`config.mk`:
```
export PLATFORM = sky130hd
export DESIGN_NAME = jt49_dcrm_avg_flat
export DESIGN_NICKNAME = d
export VERILOG_FILES = /design/src/rtl/jt49_dcrm_avg_if.sv /design/src/rtl/jt49_dcrm_avg.sv /design/src/flat_wrapper.sv
export SDC_FILE = /design/constraint.sdc
export NUM_CORES = 1
export LEC_CHECK = 0
export CORE_MARGIN = 4
export CORE_UTILIZATION = 30
export CTS_CLUSTER_SIZE = 12
export DETAILED_ROUTE_END_ITERATION = 16
export GPL_TIMING_DRIVEN = 0
export PLACE_DENSITY_LB_ADDON = 0.25
export SLEW_MARGIN = 25
export SYNTH_ARGS = -nofsm -noshare
export SYNTH_HDL_FRONTEND = slang
export SYNTH_SLANG_ARGS = --single-unit
```
`constraint.sdc`:
```
create_clock -name clk -period 8.3 [get_ports clk]
set_clock_uncertainty 0.1 [all_clocks]
set_input_delay 1.245 -clock clk [delete_from_list [all_inputs] [get_ports clk]]
set_output_delay 1.245 -clock clk [all_outputs]
set_load 0.01 [all_outputs]
```
`src/rtl/jt49_dcrm_avg_if.sv`:
```
// Sample-stream bundle for the DC-removal averager: live/delayed samples in, corrected sample and mean out.
interface jt49_dcrm_avg_if #(
   parameter int dw = 8
);
   logic                 cen;
   logic                 clr;
   logic [dw-1:0]        din;
   logic [dw-1:0]        dly_din;
   logic signed [dw:0]   dout;
   logic [dw-1:0]        avg;
   logic                 ready;
   logic                 err;

   modport master (
      output cen, clr, din, dly_din,
      input  dout, avg, ready, err
   );

   modport slave (
      input  cen, clr, din, dly_din,
      output dout, avg, ready, err
   );
endinterface

```
`src/rtl/jt49_dcrm_avg.sv`:
```
// Running-window DC removal: dout = din - mean of the last 2**depth samples.
// Optional macro JT49_DCRM_ERR_EN adds a sticky accumulator-underflow flag with clamping.
module jt49_dcrm_avg #(
   parameter int dw    = 8,
   parameter int depth = 10
) (
   input  logic             clk,
   input  logic             rst_n,
   jt49_dcrm_avg_if.slave   bus
);
   localparam int AW = dw + depth;
   localparam logic [depth-1:0] CNT_LAST = '1;

   typedef enum logic {FILL, RUN} state_t;

   state_t              state_q, state_d;
   logic [AW-1:0]       acc_q, acc_d;
   logic [depth-1:0]    cnt_q, cnt_d;
   logic signed [dw:0]  dout_q, dout_d;
   logic [dw-1:0]       avg_q, avg_d;
   logic                ready_q, ready_d;
   logic                err_q, err_d;

   function automatic logic [dw-1:0] mean(input logic [AW-1:0] a);
      return dw'(a >> depth);
   endfunction

   // Both operands are unsigned dw-bit values, so dw+1 signed bits never overflow.
   function automatic logic signed [dw:0] sub(input logic [dw-1:0] a, input logic [dw-1:0] b);
      return $signed({1'b0, a}) - $signed({1'b0, b});
   endfunction

`ifdef JT49_DCRM_ERR_EN
   logic [AW:0] acc_add;
   assign acc_add = {1'b0, acc_q} + (AW+1)'(bus.din);
`endif

   always_comb begin
      state_d = state_q;
      acc_d   = acc_q;
      cnt_d   = cnt_q;
      dout_d  = dout_q;
      avg_d   = avg_q;
      err_d   = err_q;
      if (bus.clr) begin
         state_d = FILL;
         acc_d   = '0;
         cnt_d   = '0;
         dout_d  = '0;
         avg_d   = '0;
      end else if (bus.cen) begin
         if (state_q == FILL) begin
            // Delay line content is not valid yet, so dly_din is ignored while filling.
            acc_d  = acc_q + AW'(bus.din);
            cnt_d  = cnt_q + 1'b1;
            dout_d = '0;
            if (cnt_q == CNT_LAST) state_d = RUN;
         end else begin
            dout_d = sub(bus.din, mean(acc_q));
`ifdef JT49_DCRM_ERR_EN
            if (acc_add < (AW+1)'(bus.dly_din)) begin
               err_d = 1'b1;
               acc_d = '0;
            end else begin
               acc_d = AW'(acc_add - (AW+1)'(bus.dly_din));
            end
`else
            acc_d = acc_q + AW'(bus.din) - AW'(bus.dly_din);
`endif
         end
         avg_d = mean(acc_d);
      end
`ifndef JT49_DCRM_ERR_EN
      err_d = 1'b0;
`endif
      ready_d = (state_d == RUN);
   end

   always_ff @(posedge clk or negedge rst_n) begin
      if (!rst_n) begin
         state_q <= FILL;
         acc_q   <= '0;
         cnt_q   <= '0;
         dout_q  <= '0;
         avg_q   <= '0;
         ready_q <= 1'b0;
         err_q   <= 1'b0;
      end else begin
         state_q <= state_d;
         acc_q   <= acc_d;
         cnt_q   <= cnt_d;
         dout_q  <= dout_d;
         avg_q   <= avg_d;
         ready_q <= ready_d;
         err_q   <= err_d;
      end
   end

   assign bus.dout  = dout_q;
   assign bus.avg   = avg_q;
   assign bus.ready = ready_q;
   assign bus.err   = err_q;
endmodule

```
`src/flat_wrapper.sv`:
```
// flat-port wrapper written by rule: the top's interface ports become plain ports
module jt49_dcrm_avg_flat 
#(
   parameter int dw    = 8,
   parameter int depth = 10
)
  (clk, rst_n, bus_cen, bus_clr, bus_din, bus_dly_din, bus_dout, bus_avg, bus_ready, bus_err);
  jt49_dcrm_avg_if #(.dw(dw)) bus_i ();
  input  logic clk;
  input  logic rst_n;
  input wire logic [$bits(bus_i.cen)-1:0] bus_cen;
  input wire logic [$bits(bus_i.clr)-1:0] bus_clr;
  input wire logic [$bits(bus_i.din)-1:0] bus_din;
  input wire logic [$bits(bus_i.dly_din)-1:0] bus_dly_din;
  output wire logic [$bits(bus_i.dout)-1:0] bus_dout;
  output wire logic [$bits(bus_i.avg)-1:0] bus_avg;
  output wire logic [$bits(bus_i.ready)-1:0] bus_ready;
  output wire logic [$bits(bus_i.err)-1:0] bus_err;
  assign bus_i.cen = bus_cen;
  assign bus_i.clr = bus_clr;
  assign bus_i.din = bus_din;
  assign bus_i.dly_din = bus_dly_din;
  assign bus_dout = bus_i.dout;
  assign bus_avg = bus_i.avg;
  assign bus_ready = bus_i.ready;
  assign bus_err = bus_i.err;
  jt49_dcrm_avg #(.dw(dw), .depth(depth)) u_core (.clk(clk), .rst_n(rst_n), .bus(bus_i));
endmodule
```
==> flow_summary_export.csv <==
group,metric,value,unit
outcome,outcome,"completed",
global_routing,grt_pass1_wl,14240,um
place,port_buffers,37,
critical_path,critical_path_class,"input pin to register",
yosys,synth-seq-area-share,28.72,%
clocking,clock-sinks,38,
drt,num_vias,2763,
yosys,synth_ff_type,"dfrtp_1",
critical_path,end_kind,"register",
clocking,clk_pin_slew_worst_paths,90,ps
timing,timing.fmax,188.2,MHz
critical_path,crit_path_max_incr_delay,500,ps
yosys,synth.distinct_cells,67,
clocking,cts_resized,0,
yosys,ys_ff_latch,38,
global_routing,grt.total_usage,13.84,%
yosys,syn_area,0.003311,sq mm
finish,n_antenna_cell,0,
critical_path,cp_slowest_cell,"clkdlybuf4s50_1",
finish,final_area,0.004016,sq mm
clocking,cts_hold_buffers,0,
critical_path,crit_path_cell_trace,"clkdlybuf4s50_1 > ha_1 > inv_1 > fa_1 > nand2b_1 > a21oi_4 > nor2b_1 > xnor2_1 > ha_1 > a21oi_1 > nand2_1 > o21ai_1 > nor2b_2 > a211oi_4 > and3_4 > nor2_1 > a311oi_1 > mux2_1",
clocking,cts.htree.levels,2,
die,num_rows,38,
drt,drt-total-wl,8528,um
clocking,clk_latency,300,ps
yosys,ys_async_sr_fraction,100.0,%
clocking,cts-root-buf,"clkbuf_8",
finish,drive_gt1_share,10.93,%
place,placedInstanceArea,0.003879,sq mm
die,die_height,113.1,um
drt,post_drt_wl_per_cell,14.96,um
die,coreArea,0.01084,sq mm
global_routing,grt_pass1_vias,2756,
yosys,postSynthAreaPerCell,8.622,sq um
drt,antenna_left,0,
yosys,ys_warn_count,0,
pwr,ir_drop,0.00007406,V
place,placed_cells,562,
global_routing,grt_max_degree,24,
timing,rsz0062_at_grt,"false",
drt,drc,0,
clocking,cts_tree,"done",
timing,timing.final.crit_share,64.01,%
yosys,ys_top_cells_by_area,"dfrtp_1 29%, ha_1 9.4%, nor2_1 6.8%",
drt,drtIter0Drc,105,
pwr,p_per_area,143.5,mW/mm^2
global_routing,antenna_found_initial,0,
finish,final_cells,570,
timing,tns,0,ps
yosys,synth_common_cells,"60 x nor2_1, 38 x dfrtp_1, 25 x ha_1, 25 x inv_1, 25 x xnor2_1",
hold_path,hold_class,"register to register",
critical_path,critPathRequiredTime,8390,ps
global_routing,grt.overflow.total,0,
flow_run,maxCapViolCount,0,
timing,maxSlewHeadroom,56.30,%
clocking,cts_setup_buffers,0,
die,fp.dieW,113.1,um
timing,post-route-min-period,5313,ps
die,ios,39,
yosys,synth_cells,384,
pwr,p_leak,1.670,nW
critical_path,crit_path_max_fanout,5,
timing,setup_viol,0,
critical_path,crit_top_cell,"ha_1",
die,initial_core_util,30.54,%
die,dieArea,0.01278,sq mm
yosys,synth.most_common_cell,"nor2_1",
place,place_hpwl,6606,um
finish,syn_to_final_growth,21.32,%
timing,tightest_slew,655.5,ps
drt,routed_via_density,4.847,
clocking,clockBufferDepth,2,
critical_path,worstPathArrival,5400,ps
finish,nNetsFinal,477,
timing,finalMaxSlewViolations,0,
finish,fin_util,37.05,%
timing,timing.final.hold_violations,0,
yosys,synth_top_area_share,28.72,%
yosys,synth_edf_count,0,
yosys,synth_nets,432,
clocking,cts_buffers,5,
critical_path,start_kind,"input pin",
yosys,post-synth-top-area-cell,"dfrtp_1",
drt,dr.pass1.iters,4,
place,place.gp.congestion,0.8496,
## cell usage in the layout, fill, tap and decap left out, types with 6 or more instances in the layout
cell type,netlist,layout
o21ai_1,8,8
nor2_1,60,60
xnor2_1,25,25
buf_4,9,9
a21o_1,6,6
a22oi_1,6,6
a211oi_1,7,7
ha_1,25,25
nand2_1,23,23
inv_1,25,25
nand3_1,13,13
dfrtp_1,38,38
nor3_1,8,8
a21oi_1,19,19
mux2i_1,7,7
nor2b_1,6,6
clkbuf_8,3,8
clkdlybuf4s50_1,0,36
xor2_1,11,11
## metal layers
| layer | track usage, % | vias to the layer above | share of wire [%] |
|---|---|---|---|
| met1 | 19.06 | 1298 | 49 |
| met4 | 3.526 | 0 | 1.5 |
| met3 | 2.086 | 10 | 3.3 |
| met5 | 0 | - | 0 |
| met2 | 22.79 | 49 | 47 |
| li1 | - | 1406 | - |
## flip-flops by register name, indices dropped and copies added (netlist names)
name,cells
u_core.acc_q,11
u_core.bus.avg,7
u_core.bus.dout,9
u_core.cnt_q,10
u_core.state_q,1
## path summary, 6_finish.rpt
path / start / to / slack, ps / cells after the start
min in group asynchronous: rst_n / u_core.bus.avg[6] / 790 / 1
worst max register to register: u_core.acc_q[0] / u_core.acc_q[17] / 4080 / 17
worst max-delay path: bus_din[0] / u_core.acc_q[17] / 2990 / 18
worst min-delay path: u_core.bus.dout[7] / u_core.bus.dout[7] / 430 / 1
worst min register to register: u_core.bus.dout[7] / u_core.bus.dout[7] / 430 / 1
max in group asynchronous: rst_n / u_core.cnt_q[9] / 6820 / 2
## final cells by class
type,instances,area (sq um)
tap,140,175.2
fill,1141,6824
inverter,27,101.3
clock inverter,3,68.82
sequential,38,950.9
timing repair buffer,38,392.9
clock buffer,5,68.82
multi-input combinational,298,2101
buffer,21,157.7
## through the flow
stage	total power [mW]	setup slack, ps	hold WS (ps)
3_5_place_dp	0.3837	2680	407.4
4_1_cts	0.5854	2985	432.0
2_1_floorplan	0.3366	3726	390.5
3_3_place_gp	0.3799	2716	415.5
6_report	0.5762	2987	430.0
5_1_grt	0.6104	2780	472.2
## worst max-delay path, delay by kind of cell
family                     cells  cell delay [ps]
AOI/OAI and AO/OA              5             1290
xor gates and xnor gates       1              240
adders and majority gates      3              930
buffers and inverters          2              560
muxes                          1              350
and+or+nand+nor                6              780
## kinds of logic after synthesis
logic type / Yosys count / synth area share (%)
other cells: 1 / 0.1133
simple gates: 144 / 21.35
flops: 38 / 28.72
xor+xnor: 37 / 10.02
fa+ha+maj: 28 / 11.26
mux: 8 / 2.457
compound gates: 80 / 18.25
buf+inv: 48 / 7.823
## report_power, final
group / internal [mW] / switching [mW] / total [mW]
Combinational: 0.0797 / 0.105 / 0.184
Clock: 0.121 / 0.0759 / 0.196
Sequential: 0.191 / 0.00469 / 0.195
Total: 0.391 / 0.185 / 0.576
Power figures use the tool's default switching activity.
